### config.mk
export PLATFORM = sky130hd
export DESIGN_NAME = uart_tx_mmio_flat
export DESIGN_NICKNAME = d
export VERILOG_FILES = /design/src/rtl/uart_tx_mmio_if.sv /design/src/rtl/uart_tx_mmio.sv /design/src/flat_wrapper.sv
export SDC_FILE = /design/constraint.sdc
export NUM_CORES = 1
export LEC_CHECK = 0
export CAP_MARGIN = 10
export CORE_MARGIN = 2
export CORE_UTILIZATION = 44
export DETAILED_ROUTE_END_ITERATION = 12
export GPL_TIMING_DRIVEN = 1
export PLACE_DENSITY = 0.92
export SLEW_MARGIN = 10
export SYNTH_ARGS = -nofsm -noshare
export SYNTH_HDL_FRONTEND = slang
export SYNTH_SLANG_ARGS = --single-unit
### constraint.sdc
create_clock -name clk -period 5.9 [get_ports clk]
set_input_delay 0.59 -clock clk [delete_from_list [all_inputs] [get_ports clk]]
set_output_delay 0.59 -clock clk [all_outputs]
set_load 0.1 [all_outputs]
### src/rtl/uart_tx_mmio_if.sv
// CPU load/store bus as seen by the UART transmitter peripheral.
// The master drives address, data and strobes; the slave returns load data.
interface uart_tx_mmio_if;
  logic [31:0] addr;
  logic [31:0] wdata;
  logic [31:0] rdata;
  logic        MemWrite;
  logic        MemRead;

  modport master (
    output addr, wdata, MemWrite, MemRead,
    input  rdata
  );

  modport slave (
    input  addr, wdata, MemWrite, MemRead,
    output rdata
  );
endinterface

### src/rtl/uart_tx_mmio.sv
// Memory-mapped 8N1 UART transmitter: TXD holds the byte to send and CON holds
// TXIE/TXDONE/TXBUSY. The interrupt request is TXDONE & TXIE.
module uart_tx_mmio #(
  parameter logic [31:0] BASE_ADDR = 32'h4000_0000,
  parameter int          BAUD_DIV  = 5208
) (
  input  logic         clk,
  input  logic         reset,
  uart_tx_mmio_if.slave bus,
  output logic         tx,
  output logic         irq
);

  typedef enum logic [1:0] {
    S_IDLE  = 2'd0,
    S_START = 2'd1,
    S_DATA  = 2'd2,
    S_STOP  = 2'd3
  } state_t;

  localparam logic [31:0] TXD_ADDR  = BASE_ADDR + 32'h0000_0018;
  localparam logic [31:0] CON_ADDR  = BASE_ADDR + 32'h0000_0020;
  localparam logic [15:0] BAUD_LAST = 16'(BAUD_DIV - 1);

  state_t      state_q, state_d;
  logic [15:0] baud_q, baud_d;
  logic [2:0]  bit_q, bit_d;
  logic [7:0]  byte_q, byte_d;
  logic        txie_q, txie_d;
  logic        txdone_q, txdone_d;
  logic        tx_q, tx_d;
  logic        irq_q, irq_d;

  logic hit_txd_s, hit_con_s, busy_s, baud_end_s, done_set_s;
  logic unused_s;

  assign hit_txd_s  = (bus.addr == TXD_ADDR);
  assign hit_con_s  = (bus.addr == CON_ADDR);
  assign busy_s     = (state_q != S_IDLE);
  assign baud_end_s = (baud_q == BAUD_LAST);
  assign unused_s   = ^bus.wdata[31:8];

  assign tx  = tx_q;
  assign irq = irq_q;

  // State register and all architectural flops.
  always_ff @(posedge clk or negedge reset) begin
    if (!reset) begin
      state_q  <= S_IDLE;
      baud_q   <= 16'd0;
      bit_q    <= 3'd0;
      byte_q   <= 8'd0;
      txie_q   <= 1'b0;
      txdone_q <= 1'b0;
      tx_q     <= 1'b1;
      irq_q    <= 1'b0;
    end else begin
      state_q  <= state_d;
      baud_q   <= baud_d;
      bit_q    <= bit_d;
      byte_q   <= byte_d;
      txie_q   <= txie_d;
      txdone_q <= txdone_d;
      tx_q     <= tx_d;
      irq_q    <= irq_d;
    end
  end

  // Frame sequencer, register writes and next-cycle line level.
  always_comb begin
    state_d    = state_q;
    baud_d     = baud_q;
    bit_d      = bit_q;
    byte_d     = byte_q;
    done_set_s = 1'b0;

    case (state_q)
      S_IDLE: begin
        // TXD stores while busy fall through here untouched, hence ignored.
        if (bus.MemWrite && hit_txd_s) begin
          state_d = S_START;
          byte_d  = bus.wdata[7:0];
          baud_d  = 16'd0;
          bit_d   = 3'd0;
        end else begin
          state_d = S_IDLE;
        end
      end
      S_START: begin
        if (baud_end_s) begin
          state_d = S_DATA;
          baud_d  = 16'd0;
          bit_d   = 3'd0;
        end else begin
          baud_d = baud_q + 16'd1;
        end
      end
      S_DATA: begin
        if (baud_end_s) begin
          baud_d = 16'd0;
          if (bit_q == 3'd7) begin
            state_d = S_STOP;
          end else begin
            bit_d = bit_q + 3'd1;
          end
        end else begin
          baud_d = baud_q + 16'd1;
        end
      end
      S_STOP: begin
        if (baud_end_s) begin
          state_d    = S_IDLE;
          baud_d     = 16'd0;
          done_set_s = 1'b1;
        end else begin
          baud_d = baud_q + 16'd1;
        end
      end
      default: begin
        state_d = S_IDLE;
        baud_d  = 16'd0;
        bit_d   = 3'd0;
      end
    endcase

    if (bus.MemWrite && hit_con_s) begin
      txie_d = bus.wdata[0];
    end else begin
      txie_d = txie_q;
    end

    // A completing frame beats a simultaneous clearing read.
    if (done_set_s) begin
      txdone_d = 1'b1;
    end else if (bus.MemRead && hit_con_s) begin
      txdone_d = 1'b0;
    end else begin
      txdone_d = txdone_q;
    end

    case (state_d)
      S_START: tx_d = 1'b0;
      S_DATA:  tx_d = byte_d[bit_d];
      default: tx_d = 1'b1;
    endcase

    irq_d = txdone_d & txie_d;
  end

  // Combinational load path for the single-cycle core.
  always_comb begin
    if (hit_txd_s) begin
      bus.rdata = {24'd0, byte_q};
    end else if (hit_con_s) begin
      bus.rdata = {27'd0, busy_s, 1'b0, txdone_q, 1'b0, txie_q};
    end else begin
      bus.rdata = 32'd0;
    end
  end

endmodule

### src/flat_wrapper.sv
// flat-port wrapper written by rule: the top's interface ports become plain ports
module uart_tx_mmio_flat 
#(
  parameter logic [31:0] BASE_ADDR = 32'h4000_0000,
  parameter int          BAUD_DIV  = 5208
)
  (clk, reset, tx, irq, bus_addr, bus_wdata, bus_MemWrite, bus_MemRead, bus_rdata);
  uart_tx_mmio_if bus_i ();
  input  logic clk;
  input  logic reset;
  output logic tx;
  output logic irq;
  input wire logic [$bits(bus_i.addr)-1:0] bus_addr;
  input wire logic [$bits(bus_i.wdata)-1:0] bus_wdata;
  input wire logic [$bits(bus_i.MemWrite)-1:0] bus_MemWrite;
  input wire logic [$bits(bus_i.MemRead)-1:0] bus_MemRead;
  output wire logic [$bits(bus_i.rdata)-1:0] bus_rdata;
  assign bus_i.addr = bus_addr;
  assign bus_i.wdata = bus_wdata;
  assign bus_i.MemWrite = bus_MemWrite;
  assign bus_i.MemRead = bus_MemRead;
  assign bus_rdata = bus_i.rdata;
  uart_tx_mmio #(.BASE_ADDR(BASE_ADDR), .BAUD_DIV(BAUD_DIV)) u_core (.clk(clk), .reset(reset), .bus(bus_i), .tx(tx), .irq(irq));
endmodule
==> results of run 1 <==
[cells by family after synthesis]
family,Yosys count,synth area share
multiplexers,12,0.06384
AND/OR/NAND/NOR,84,0.2160
adder cells (fa/ha/maj),2,0.01193
AO/OA/AOI/OAI,57,0.1862
XOR/XNOR,3,0.01253
buffers and inverters,37,0.1134
flip-flops,33,0.3944
other,1,0.001788
[power by group]
group / total (mW) / internal [mW] / leakage (nW) / switching, mW
clock: 0.180 / 0.0951 / 0.0455 / 0.0851
sequential: 0.226 / 0.226 / 0.374 / 0.0000000621
combinational: 0.102 / 0.0262 / 0.686 / 0.0761
total: 0.509 / 0.348 / 1.11 / 0.161
[cell type report]
type	instances	area (µm²)	share of cell area
multi-input cells	182	1119	0.4205
well taps	54	67.56	0.02540
repair buffers	55	545.5	0.2051
inverters	3	11.26	0.004233
flip-flops and latches	33	827.0	0.3109
clock buffers	8	90.09	0.03387
[flip-flops by register name, indices dropped and copies added, names as in the netlist]
signal           flops
u_core.byte_q        8
u_core.state_q       2
u_core.baud_q       16
u_core.bit_q         3
u_core.txie_q        1
u_core.txdone_q      1
u_core.irq           1
u_core.tx            1
[layer usage]
layer / up-vias / track usage / routed length, µm
li1: 884 / - / -
met1: 945 / 0.2316 / 1964
met2: 62 / 0.3363 / 2686
met3: 17 / 0.05939 / 234
met4: 0 / 0.09053 / 155
met5: - / 0 / 0
[synth_stat cells (3+ instances only)]
library cell	number	area, µm²
sky130_fd_sc_hd__o31ai_1	4	30.03
sky130_fd_sc_hd__nand3_1	10	50.05
sky130_fd_sc_hd__nor2_1	15	56.30
sky130_fd_sc_hd__mux2_2	10	112.6
sky130_fd_sc_hd__o21ai_0	20	100.1
sky130_fd_sc_hd__and3_1	5	31.28
sky130_fd_sc_hd__a22o_1	5	43.79
sky130_fd_sc_hd__nor3_1	3	15.01
sky130_fd_sc_hd__nand4_1	6	37.54
sky130_fd_sc_hd__buf_4	24	180.2
sky130_fd_sc_hd__and2_1	8	50.05
sky130_fd_sc_hd__clkbuf_1	8	30.03
sky130_fd_sc_hd__a31oi_1	3	18.77
sky130_fd_sc_hd__inv_1	3	11.26
sky130_fd_sc_hd__a21oi_1	9	45.04
sky130_fd_sc_hd__nor4_1	6	37.54
sky130_fd_sc_hd__dfrtp_1	32	800.8
sky130_fd_sc_hd__nand2_1	19	71.32
[cells in the final DEF, fill, tap and decap left out, drive strengths merged, types with 2 or more instances in the layout]
| cell type | netlist | final |
|---|---|---|
| a211o | 3 | 3 |
| a21oi | 9 | 9 |
| a22o | 5 | 5 |
| a31oi | 3 | 3 |
| and2 | 8 | 8 |
| and3 | 6 | 6 |
| buf | 26 | 2 |
| clkbuf | 8 | 8 |
| clkdlybuf4s50 | 0 | 53 |
| conb | 1 | 24 |
| dfrtp | 32 | 32 |
| ha | 2 | 2 |
| inv | 3 | 3 |
| mux2 | 11 | 11 |
| nand2 | 19 | 19 |
| nand2b | 2 | 2 |
| nand3 | 10 | 10 |
| nand4 | 6 | 6 |
| nor2 | 15 | 15 |
| nor2b | 2 | 2 |
| nor3 | 3 | 3 |
| nor4 | 7 | 7 |
| o21ai | 20 | 20 |
| o31ai | 4 | 4 |
| or2 | 2 | 2 |
| xor2 | 2 | 2 |
[worst max path at each step]
stage	to	cells after the start	slack, ps
after floorplan	bus_rdata[0]	5	2990
after global placement	bus_rdata[4]	6	1580
after detailed placement	bus_rdata[4]	6	1430
after CTS	bus_rdata[4]	6	1420
after global routing	bus_rdata[4]	6	1250
final	bus_rdata[4]	6	1410
[worst register-to-register path, stage by stage (launching register included)]
cell and delay (ps):
sky130_fd_sc_hd__dfrtp_1 420, sky130_fd_sc_hd__nor4b_2 290, sky130_fd_sc_hd__nand4_1 180, sky130_fd_sc_hd__or2_1 390, sky130_fd_sc_hd__and3_4 240, sky130_fd_sc_hd__a211o_4 340
sky130_fd_sc_hd__a2111oi_0 380, sky130_fd_sc_hd__a22o_1 210, sky130_fd_sc_hd__a211oi_2 40
==> out/results.md, run 1 <==
| Step | Item | This run |
|:---|:---|:---|
| cts | CTS Root Cell | sky130_fd_sc_hd__clkbuf_8 |
| timing | Fin. max-slew vios | 0 |
| setup path | Cell repeated most along the worst path | sky130_fd_sc_hd__clkdlybuf4s50_1 |
| setup path | Critical path type | primary input to output pin |
| logic synthesis | Share of the yosys chip area belonging to registers | 0.3944 |
| logic synthesis | Synth unique cells | 53 |
| setup path | Length in cells of the worst reg-to-reg path | 8 |
| detailed routing | Router iterations before antenna repair | 4 |
| logic synthesis | Synthesized area per cell | 9.157 µm² |
| place | Estimated wirelength of the detail-placed design | 3684 µm |
| cts | Hold buffer count at CTS | 0 |
| final layout | Layout Cell Area excl Fill | 2660 µm² |
| logic synthesis | Cell area after technology mapping | 2097 µm² |
| setup path | Largest fanout on the critical path | 11 |
| floorplanning | Width of the die | 73.04 µm |
| floorplanning | Top-Level Pins | 102 |
| detailed routing | Via-to-Cell Ratio | 5.696 |
| cts | Post-cts repair resize count | 0 |
| setup path | Launching element of the worst setup path | bus_addr[10] |
| worst hold path | Class of the worst hold path | flop to flop |
| worst hold path | Hold path start | u_core.baud_q[13] |
| setup path | Worst r2r dst | u_core.tx |
| detailed routing | Routed vias | 1908 |
| timing | Final setup violation count | 0 |
| timing | Achievable clock frequency | 222.5 MHz |
| setup path | Kind of cell adding the most delay to the critical path | buffers and inverters |
| timing | Pin slew with the least headroom to its limit | 992.6 ps |
| timing | Max-slew headroom at the worst pin | 0.3362 |
| cts | Buffers inserted by post-CTS timing repair | 0 |
| floorplanning | Core footprint | 4661 µm² |
| cts | CTS tree | built |
| grt | Number of antenna violations at the first check in global routing | 0 |
| cts | Clock latency of the later-clocked register in the worst-skew pair | 290 ps |
| detailed routing | Antenna Violating Nets Remaining | 0 |
| cts | Maximum number of buffers from clock root to sink | 2 |
| status | Result of the run | completed |
| setup path | Worst reg2reg path startpoint | u_core.baud_q[5] |
| pwr | Total Power Consumption | 0.5087 mW |
| pwr | Power per Cell Area | 191.2 nW/µm² |
| cts | Clock buffer count from CTS | 5 |
| cts | H-Tree Depth | 2 |
| timing | Worst Slack Setup Final | 1406 ps |
| cts | Clock-pin slew reported for the worst setup and hold paths after clock tree synthesis | 70 ps |
| floorplanning | Die boundary height | 73.04 µm |
| place | Pre-CTS setup slack | 1430 ps |
| timing | RSZ-0062 raised after global routing | false |
| job | Max-capacitance violation count | 0 |
| setup path | FF-to-FF setup slack | 3320 ps |
| setup path | Cells along the critical path | clkdlybuf4s50_1 > nor4_1 > nand4_1 > nor4_2 > a22o_1 > clkdlybuf4s50_1 |
| timing | Post-Route Skew | 3.177 ps |
| place | Total of buffers placed on input and output ports | 53 |
| setup path | Required time reported for the critical path endpoint | 5310 ps |
| detailed routing | DRC marker count from the first detailed-route iteration | 225 |
| timing | Final period util | 0.7616 |
| grt | Grt total ovfl | 0 |
| cts | Sinks on the clock net | 33 |
| logic synthesis | Share of synthesized registers carrying an async set or reset | 1.000 |
| grt | Global router's overall resource usage | 0.1992 |
| setup path | Highest cell delay on the worst timing path | 1150 ps |
| timing | Final critical path time including I/O delays and setup | 4494 ps |
| final layout | Non-Filler Instances | 335 |
| logic synthesis | Number of flops mapped to enable cells by yosys | 0 |
| setup path | Sort of element at the start of the critical path | primary input |
| floorplanning | Number of placement rows | 25 |
| detailed routing | Remaining DRCs | 0 |
| pwr | Leakage power | 1.106 nW |
| setup path | Sum of buffers and inverters on the critical path | 2 |
| logic synthesis | Syn Inst Count | 229 |
| final layout | # nets final | 350 |
| detailed routing | WL final | 5040 µm |
| timing | Hold Slack | 488.5 ps |
| worst hold path | Worst Hold Path EP | u_core.baud_q[13] |
| detailed routing | Per-cell routed wire length | 15.04 µm |
| setup path | Slowest-stage cell, CP | sky130_fd_sc_hd__clkdlybuf4s50_1 |
| grt | Via count of the first global-routing pass | 1836 |
| timing | Final Hold Violating Endpoints | 0 |
| logic synthesis | Register bit total from synthesis | 33 |
| timing | Setup TNS | 0 ps |
| pwr | Worst vdd ir | 0.07997 mV |
| logic synthesis | Warnings from Yosys | 0 |
| final layout | Fill count | 415 |
| grt | Largest net degree at the start of global routing | 34 |
| setup path | WP data arrival | 3900 ps |
| final layout | Number of antenna cells inserted | 0 |
| final layout | Layout cell share with drive strength beyond 1 | 0.09609 |
| place | Weighted congestion reported at the end of routability-driven placement | 0.8298 |
| grt | First-pass GRT wire length | 8217 µm |
| worst hold path | Worst Hold Path Cells | 1 |
| place | Count of placed standard cells including taps | 327 |
| logic synthesis | Top flip-flop cell by instance count after synthesis | sky130_fd_sc_hd__dfrtp_1 |
| floorplanning | Initial core utilization | 0.4499 |
| final layout | Final Core Density | 0.5707 |
| setup path | Critical Path Sink Type | output pin |
| place | Post-placement cell area | 2570 µm² |
| final layout | Post-synthesis to final-layout area growth | 26.85% |
| floorplanning | Overall die area | 5334 µm² |
Power figures use the tool's default switching activity.
==> run 2, diff against run 1 <==
CORE_UTILIZATION = 41   (was 44)
PLACE_DENSITY = 0.87   (was 0.92)
clock period = 4.3 ns   (was 5.9 ns; I/O delays follow)
==> out/results.md, run 2 (same netlist as run 1, synthesis figures left out) <==
| Step | Item | This run | vs previous |
|:---|:---|:---|:---|
| setup path | Sum of buffers and inverters on the critical path | 3 | +1 |
| floorplanning | Number of placement rows | 26 | +4.0% |
| cts | Hold buffer count at CTS | 0 | unchanged |
| setup path | Cells along the critical path | clkdlybuf4s50_1 > nor4_1 > nand4_1 > nor4_2 > buf_4 > a21oi_1 > buf_4 > a211o_4 > a2111oi_0 > a22o_1 > a211oi_2 |  |
| floorplanning | Top-Level Pins | 102 | unchanged |
| grt | Global router's overall resource usage | 0.1837 | -0.01554 |
| final layout | Post-synthesis to final-layout area growth | 27.21% |  |
| timing | Post-Route Skew | 8.412 ps | +5.235 ps |
| setup path | Required time reported for the critical path endpoint | 4500 ps | -810 ps |
| final layout | Max reg flops | 16 | unchanged |
| timing | Final Hold Violating Endpoints | 0 | unchanged |
| timing | RSZ-0062 raised after global routing | false |  |
| pwr | Share of total power in combinational logic | 0.203 | +0.002 |
| cts | Clock latency of the later-clocked register in the worst-skew pair | 290 ps | about the same |
| place | Estimated wirelength of the detail-placed design | 3595 µm | -2.4% |
| setup path | Slowest-stage cell, CP | sky130_fd_sc_hd__a2111oi_0 |  |
| status | Result of the run | completed |  |
| cts | CTS Root Cell | sky130_fd_sc_hd__clkbuf_8 |  |
| final layout | # nets final | 351 | +0.29% |
| pwr | Worst vdd ir | 0.1298 mV | +62% |
| detailed routing | Routed vias | 1849 | -3.1% |
| grt | Largest net degree at the start of global routing | 34 | unchanged |
| grt | Met1 track demand over resource in global routing | 0.2256 | -0.006015 |
| timing | Hold Slack | 484.0 ps | -4.547 ps |
| final layout | Fill count | 470 | +13% |
| final layout | Highest-count cells in the layout ignoring fill and taps | 45 x sky130_fd_sc_hd__clkdlybuf4s50_1, 32 x sky130_fd_sc_hd__dfrtp_1, 24 x sky130_fd_sc_hd__conb_1 |  |
| final layout | Most common cell after layout, fill and taps aside | sky130_fd_sc_hd__clkdlybuf4s50_1 |  |
| timing | Max-slew headroom at the worst pin | 0.3328 | -0.003385 |
| pwr | Sequential Power Share | 0.450 | +0.005 |
| detailed routing | Remaining DRCs | 0 | unchanged |
| floorplanning | Overall die area | 5703 µm² | +6.9% |
| pwr | Clock Power Share | 0.346 | -0.008 |
| floorplanning | Die boundary height | 75.52 µm | +3.4% |
| final layout | Register ranked first by flip-flop count | u_core.baud_q |  |
| pwr | Internal power | 0.4768 mW | +37% |
| grt | GR peak layer | met2 |  |
| final layout | Area of the multi-input gates | 1119 µm² | unchanged |
| detailed routing | Via-to-Cell Ratio | 5.253 | -7.8% |
| timing | Achievable clock frequency | 331.4 MHz |  |
| cts | CTS tree | built |  |
| timing | Pin slew with the least headroom to its limit | 997.7 ps | +5.063 ps |
| pwr | Total net switching power | 0.2125 mW | +32% |
| detailed routing | DRC marker count from the first detailed-route iteration | 207 | -8.0% |
| cts | Sinks on the clock net | 33 | unchanged |
| worst hold path | Class of the worst hold path | flop to flop |  |
| grt | Grt met2 use | 0.3121 | -0.02426 |
| setup path | Highest cell delay on the worst timing path | 450 ps | -700 ps |
| cts | H-Tree Depth | 2 | unchanged |
| timing | Final setup violation count | 0 | unchanged |
| setup path | Critical Path Sink Type | flop |  |
| setup path | WP data arrival | 3220 ps | -680 ps |
| cts | Buffers inserted by post-CTS timing repair | 0 | unchanged |
| job | Max-capacitance violation count | 0 | unchanged |
| detailed routing | WL final | 4797 µm | -4.8% |
| grt | Routing usage on met3 | 0.04101 | -0.01839 |
| grt | Via count of the first global-routing pass | 1743 | -5.1% |
| cts | Maximum number of buffers from clock root to sink | 2 | unchanged |
| timing | Setup TNS | 0 ps | unchanged |
| pwr | Power per Cell Area | 258.4 nW/µm² | +35% |
| timing | Fin. max-slew vios | 0 | unchanged |
| grt | Grt total ovfl | 0 | unchanged |
| final layout | Largest regs | u_core.baud_q x16, u_core.byte_q x8, u_core.bit_q x3 |  |
| floorplanning | Initial core utilization | 0.4186 | -0.03135 |
| place | Weighted congestion reported at the end of routability-driven placement | 0.8350 | +0.63% |
| final layout | Layout cell share with drive strength beyond 1 | 0.1277 | +0.03157 |
| grt | First-pass GRT wire length | 7921 µm | -3.6% |
| detailed routing | Antenna Violating Nets Remaining | 0 | unchanged |
| final layout | Number of antenna cells inserted | 0 | unchanged |
| pwr | Switch share | 0.3083 | -0.008480 |
| floorplanning | Width of the die | 75.52 µm | +3.4% |
| pwr | Leakage power | 1.128 nW | +2.0% |
| final layout | Register area | 827.0 µm² | unchanged |
| setup path | Largest fanout on the critical path | 19 | +8 |
| cts | Clock buffer count from CTS | 5 | unchanged |
| setup path | Sort of element at the start of the critical path | primary input |  |
| timing | Final critical path time including I/O delays and setup | 3017 ps |  |
| detailed routing | Router iterations before antenna repair | 6 | +2 |
| cts | Clock-pin slew reported for the worst setup and hold paths after clock tree synthesis | 60 ps | about the same |
| setup path | Cell repeated most along the worst path | sky130_fd_sc_hd__buf_4 |  |
| setup path | Kind of cell adding the most delay to the critical path | compound AO/OA/AOI/OAI gates |  |
| timing | Final period util | 0.7017 |  |
| grt | Number of antenna violations at the first check in global routing | 0 | unchanged |
| setup path | Critical path type | primary input to flop |  |
| place | Total of buffers placed on input and output ports | 53 | unchanged |
| floorplanning | Core footprint | 5010 µm² | +7.5% |
| cts | Post-cts repair resize count | 0 | unchanged |
| detailed routing | Per-cell routed wire length | 13.63 µm | -9.4% |
run 2: power by group through the flow:
stage / Combinational [mW] / Clock, mW / Sequential, mW
CTS: 0.140 / 0.247 / 0.310
global placement: 0.139 / 0 / 0.316
detailed placement: 0.140 / 0 / 0.316
global route: 0.147 / 0.256 / 0.310
finish: 0.140 / 0.239 / 0.311
floorplan: 0.110 / 0 / 0.316
run 2: cell type report:
class	instances	share of cell area
Clock buffer	8	0.03377
Sequential cell	33	0.3100
Inverter	3	0.004221
Multi-Input combinational cell	182	0.4193
Timing Repair Buffer	56	0.1998
Tap cell	70	0.03283
run 2: routing by layer:
| layer | wire (µm) | up-vias | share of wire |
|---|---|---|---|
| met2 | 2523 | 49 | 0.53 |
| met3 | 213 | 8 | 0.044 |
| li1 | - | 889 | - |
| met1 | 2001 | 903 | 0.42 |
| met4 | 58 | 0 | 0.012 |
| met5 | 0 | - | 0 |
run 2: final timing paths:
path | start | to | slack (ps) | cells after the start
min reg2reg | u_core.baud_q[13] | u_core.baud_q[13] | 480 | 1
max reg2reg | u_core.baud_q[5] | u_core.tx | 1630 | 8
min in group asynchronous | reset | u_core.byte_q[2] | 540 | 2
min | u_core.baud_q[13] | u_core.baud_q[13] | 480 | 1
max in group asynchronous | reset | u_core.tx | 3430 | 2
max | bus_addr[10] | u_core.tx | 1280 | 11
run 2: metrics by stage:
stage | setup WS [ps] | util | instances | power [mW] | area, µm²
floorplan | 1712 | - | 252 | 0.4264 | 2183
global placement | 1121 | 0.5145 | 344 | 0.4553 | 2577
detailed placement | 1005 | 0.5145 | 344 | 0.4564 | 2577
CTS | 1305 | 0.5325 | 352 | 0.6972 | 2668
global route | 1105 | 0.5325 | 352 | 0.7130 | 2668
finish | 1283 | 0.5325 | 352 | 0.6893 | 2668
==> run 3, diff against run 2 <==
CORE_UTILIZATION = 37   (was 41)
PLACE_DENSITY = 0.83   (was 0.87)
clock period = 2.72 ns   (was 4.3 ns; I/O delays follow)
==> out/results.md, run 3 (same netlist as run 1, synthesis figures left out) <==
| Step | Item | This run | vs previous |
|:---|:---|:---|:---|
| timing | Final Hold Violating Endpoints | 0 | unchanged |
| floorplanning | Top-Level Pins | 102 | unchanged |
| pwr | Worst vdd ir | 0.2045 mV | +58% |
| final layout | Final Core Density | 0.5249 | -0.007587 |
| pwr | Sequential Power Share | 0.387 | -0.063 |
| timing | Post-Route Skew | 7.263 ps | -1.149 ps |
| setup path | WP data arrival | 2770 ps | -450 ps |
| detailed routing | WL final | 4941 µm | +3.0% |
| floorplanning | Core footprint | 5507 µm² | +9.9% |
| timing | Final period util | 0.9387 |  |
| cts | Clock latency of the later-clocked register in the worst-skew pair | 300 ps | about the same |
| pwr | Clock Power Share | 0.438 | +0.092 |
| setup path | Largest fanout on the critical path | 10 | -9 |
| final layout | Register ranked first by flip-flop count | u_core.baud_q |  |
| grt | Via count of the first global-routing pass | 1899 | +9.0% |
| final layout | Layout Cell Area excl Fill | 2890 µm² | +8.3% |
| cts | Post-cts repair resize count | 0 | unchanged |
| detailed routing | Router iterations before antenna repair | 4 | -2 |
| setup path | Required time reported for the critical path endpoint | 2940 ps | -1560 ps |
| setup path | Length in cells of the worst reg-to-reg path | 8 | unchanged |
| worst hold path | Class of the worst hold path | primary input to asynchronous set/reset pin |  |
| detailed routing | Routed vias | 1836 | -0.70% |
| cts | Buffers inserted by post-CTS timing repair | 0 | unchanged |
| floorplanning | Initial core utilization | 0.3808 | -0.03776 |
| detailed routing | Per-cell routed wire length | 13.61 µm | -0.12% |
| pwr | Share of total power in combinational logic | 0.175 | -0.028 |
| setup path | Critical path type | flop to flop |  |
| floorplanning | Overall die area | 6286 µm² | +10% |
| pwr | Total Power Consumption | 1.268 mW | +84% |
| cts | Clock buffer count from CTS | 5 | unchanged |
| final layout | Register area | 827.0 µm² | unchanged |
| floorplanning | Number of placement rows | 27 | +3.8% |
| floorplanning | Die boundary height | 79.29 µm | +5.0% |
| pwr | Leakage power | 1.226 nW | +8.7% |
| final layout | Max reg flops | 16 | unchanged |
| setup path | Sort of element at the start of the critical path | flop |  |
| final layout | Highest-count cells in the layout ignoring fill and taps | 43 x sky130_fd_sc_hd__clkdlybuf4s50_1, 32 x sky130_fd_sc_hd__dfrtp_1, 24 x sky130_fd_sc_hd__conb_1 |  |
| detailed routing | Via-to-Cell Ratio | 5.058 | -3.7% |
| final layout | Most common cell after layout, fill and taps aside | sky130_fd_sc_hd__clkdlybuf4s50_1 |  |
| final layout | Largest regs | u_core.baud_q x16, u_core.byte_q x8, u_core.bit_q x3 |  |
| cts | Hold buffer count at CTS | 0 | unchanged |
| timing | Final setup violation count | 0 | unchanged |
| cts | Clock-pin slew reported for the worst setup and hold paths after clock tree synthesis | 70 ps | about the same |
| cts | H-Tree Depth | 2 | unchanged |
| grt | Number of antenna violations at the first check in global routing | 0 | unchanged |
| floorplanning | Width of the die | 79.29 µm | +5.0% |
| final layout | Number of antenna cells inserted | 0 | unchanged |
| place | Post-placement cell area | 2743 µm² | +6.4% |
| cts | Sinks on the clock net | 33 | unchanged |
| final layout | Fill count | 504 | +7.2% |
| final layout | Post-synthesis to final-layout area growth | 37.83% |  |
| timing | Pin slew with the least headroom to its limit | 759.1 ps | -238.6 ps |
| pwr | Switch share | 0.2811 | -0.02721 |
| status | Result of the run | completed |  |
| pwr | Internal power | 0.9113 mW | +91% |
| timing | Final critical path time including I/O delays and setup | 2553 ps |  |
| setup path | Critical Path Sink Type | flop |  |
| pwr | Power per Cell Area | 438.6 nW/µm² | +70% |
| detailed routing | Antenna Violating Nets Remaining | 0 | unchanged |
| timing | RSZ-0062 raised after global routing | false |  |
| final layout | Layout cell share with drive strength beyond 1 | 0.1753 | +0.04760 |
| timing | Max-slew headroom at the worst pin | 0.4921 | +0.1593 |
| grt | First-pass GRT wire length | 8832 µm | +12% |
| grt | Global router's overall resource usage | 0.1782 | -0.005533 |
| cts | CTS Root Cell | sky130_fd_sc_hd__clkbuf_8 |  |
| timing | Fin. max-slew vios | 0 | unchanged |
| final layout | Area of the multi-input gates | 1132 µm² | +1.2% |
| cts | CTS tree | built |  |
| pwr | Total net switching power | 0.3563 mW | +68% |
| timing | Achievable clock frequency | 391.7 MHz |  |
| place | Weighted congestion reported at the end of routability-driven placement | 0.9110 | +9.1% |
| place | Estimated wirelength of the detail-placed design | 3594 µm | about the same |
| cts | Maximum number of buffers from clock root to sink | 2 | unchanged |
| grt | Grt total ovfl | 0 | unchanged |
| job | Max-capacitance violation count | 0 | unchanged |
| detailed routing | DRC marker count from the first detailed-route iteration | 144 | -30% |
| place | Total of buffers placed on input and output ports | 53 | unchanged |
| final layout | # nets final | 360 | +2.6% |
| grt | Largest net degree at the start of global routing | 34 | unchanged |
| detailed routing | Remaining DRCs | 0 | unchanged |
run 3: changes by cell type in the layout (fill, tap and decap cells not counted), sizes merged:
cell           change
buf               +11
bufinv             +2
clkbuf             -3
clkdlybuf4s50      -2
clkinv             +1
run 3: path summary, 6_finish.rpt:
kind,start,end,slack [ps]
worst max-delay path,u_core.baud_q[5],u_core.tx,170
worst min register to register,u_core.baud_q[15],u_core.baud_q[15],500
max in group asynchronous,reset,u_core.tx,2020
worst min-delay path,reset,u_core.byte_q[4],370
min in group clk,u_core.baud_q[15],u_core.baud_q[15],500
worst max register to register,u_core.baud_q[5],u_core.tx,170
run 3: per-layer routing:
layer,vias up,share of wire,track usage
li1,904,-,-
met1,877,0.43,0.2249
met5,-,0,0
met3,12,0.043,0.04886
met4,0,0.021,0.06034
met2,43,0.51,0.2941
run 3: final cells by class:
cell class | instances | share of cell area
clock inverters | 3 | 0.02251
inverters | 3 | 0.003896
multi-input cells | 182 | 0.3918
repair buffers | 65 | 0.2407
well taps | 72 | 0.03117
clock buffers | 5 | 0.02381
flip-flops and latches | 33 | 0.2861
run 3: power groups by stage:
| stage | combinational (mW) | sequential, mW | clock, mW |
|---|---|---|---|
| after floorplan | 0.174 | 0.500 | 0 |
| after global placement | 0.220 | 0.500 | 0 |
| after detailed placement | 0.222 | 0.500 | 0 |
| after CTS | 0.222 | 0.490 | 0.576 |
| after global routing | 0.232 | 0.490 | 0.596 |
| final | 0.221 | 0.491 | 0.556 |
run 3: worst max-delay path, cell delays in order, from the launching register on:
cell,delay (ps)
sky130_fd_sc_hd__dfrtp_1,420
sky130_fd_sc_hd__nor4b_2,290
sky130_fd_sc_hd__nand4_1,170
sky130_fd_sc_hd__or2_1,400
sky130_fd_sc_hd__and3_4,240
sky130_fd_sc_hd__a211o_4,340
sky130_fd_sc_hd__a2111oi_1,370
sky130_fd_sc_hd__a22o_1,200
sky130_fd_sc_hd__a211oi_2,40
run 3: through the flow:
stage / hold WS [ps] / setup TNS (ps) / setup WS [ps] / std cells
2_1_floorplan: -23.59 / 0 / 378.7 / 252
3_3_place_gp: 466.4 / -72.13 / -72.13 / 355
3_5_place_dp: 476.9 / -63.83 / -63.83 / 355
4_1_cts: 388.6 / 0 / 152.5 / 363
5_1_grt: 430.9 / 0 / 27.97 / 363
6_report: 367.9 / 0 / 166.7 / 363
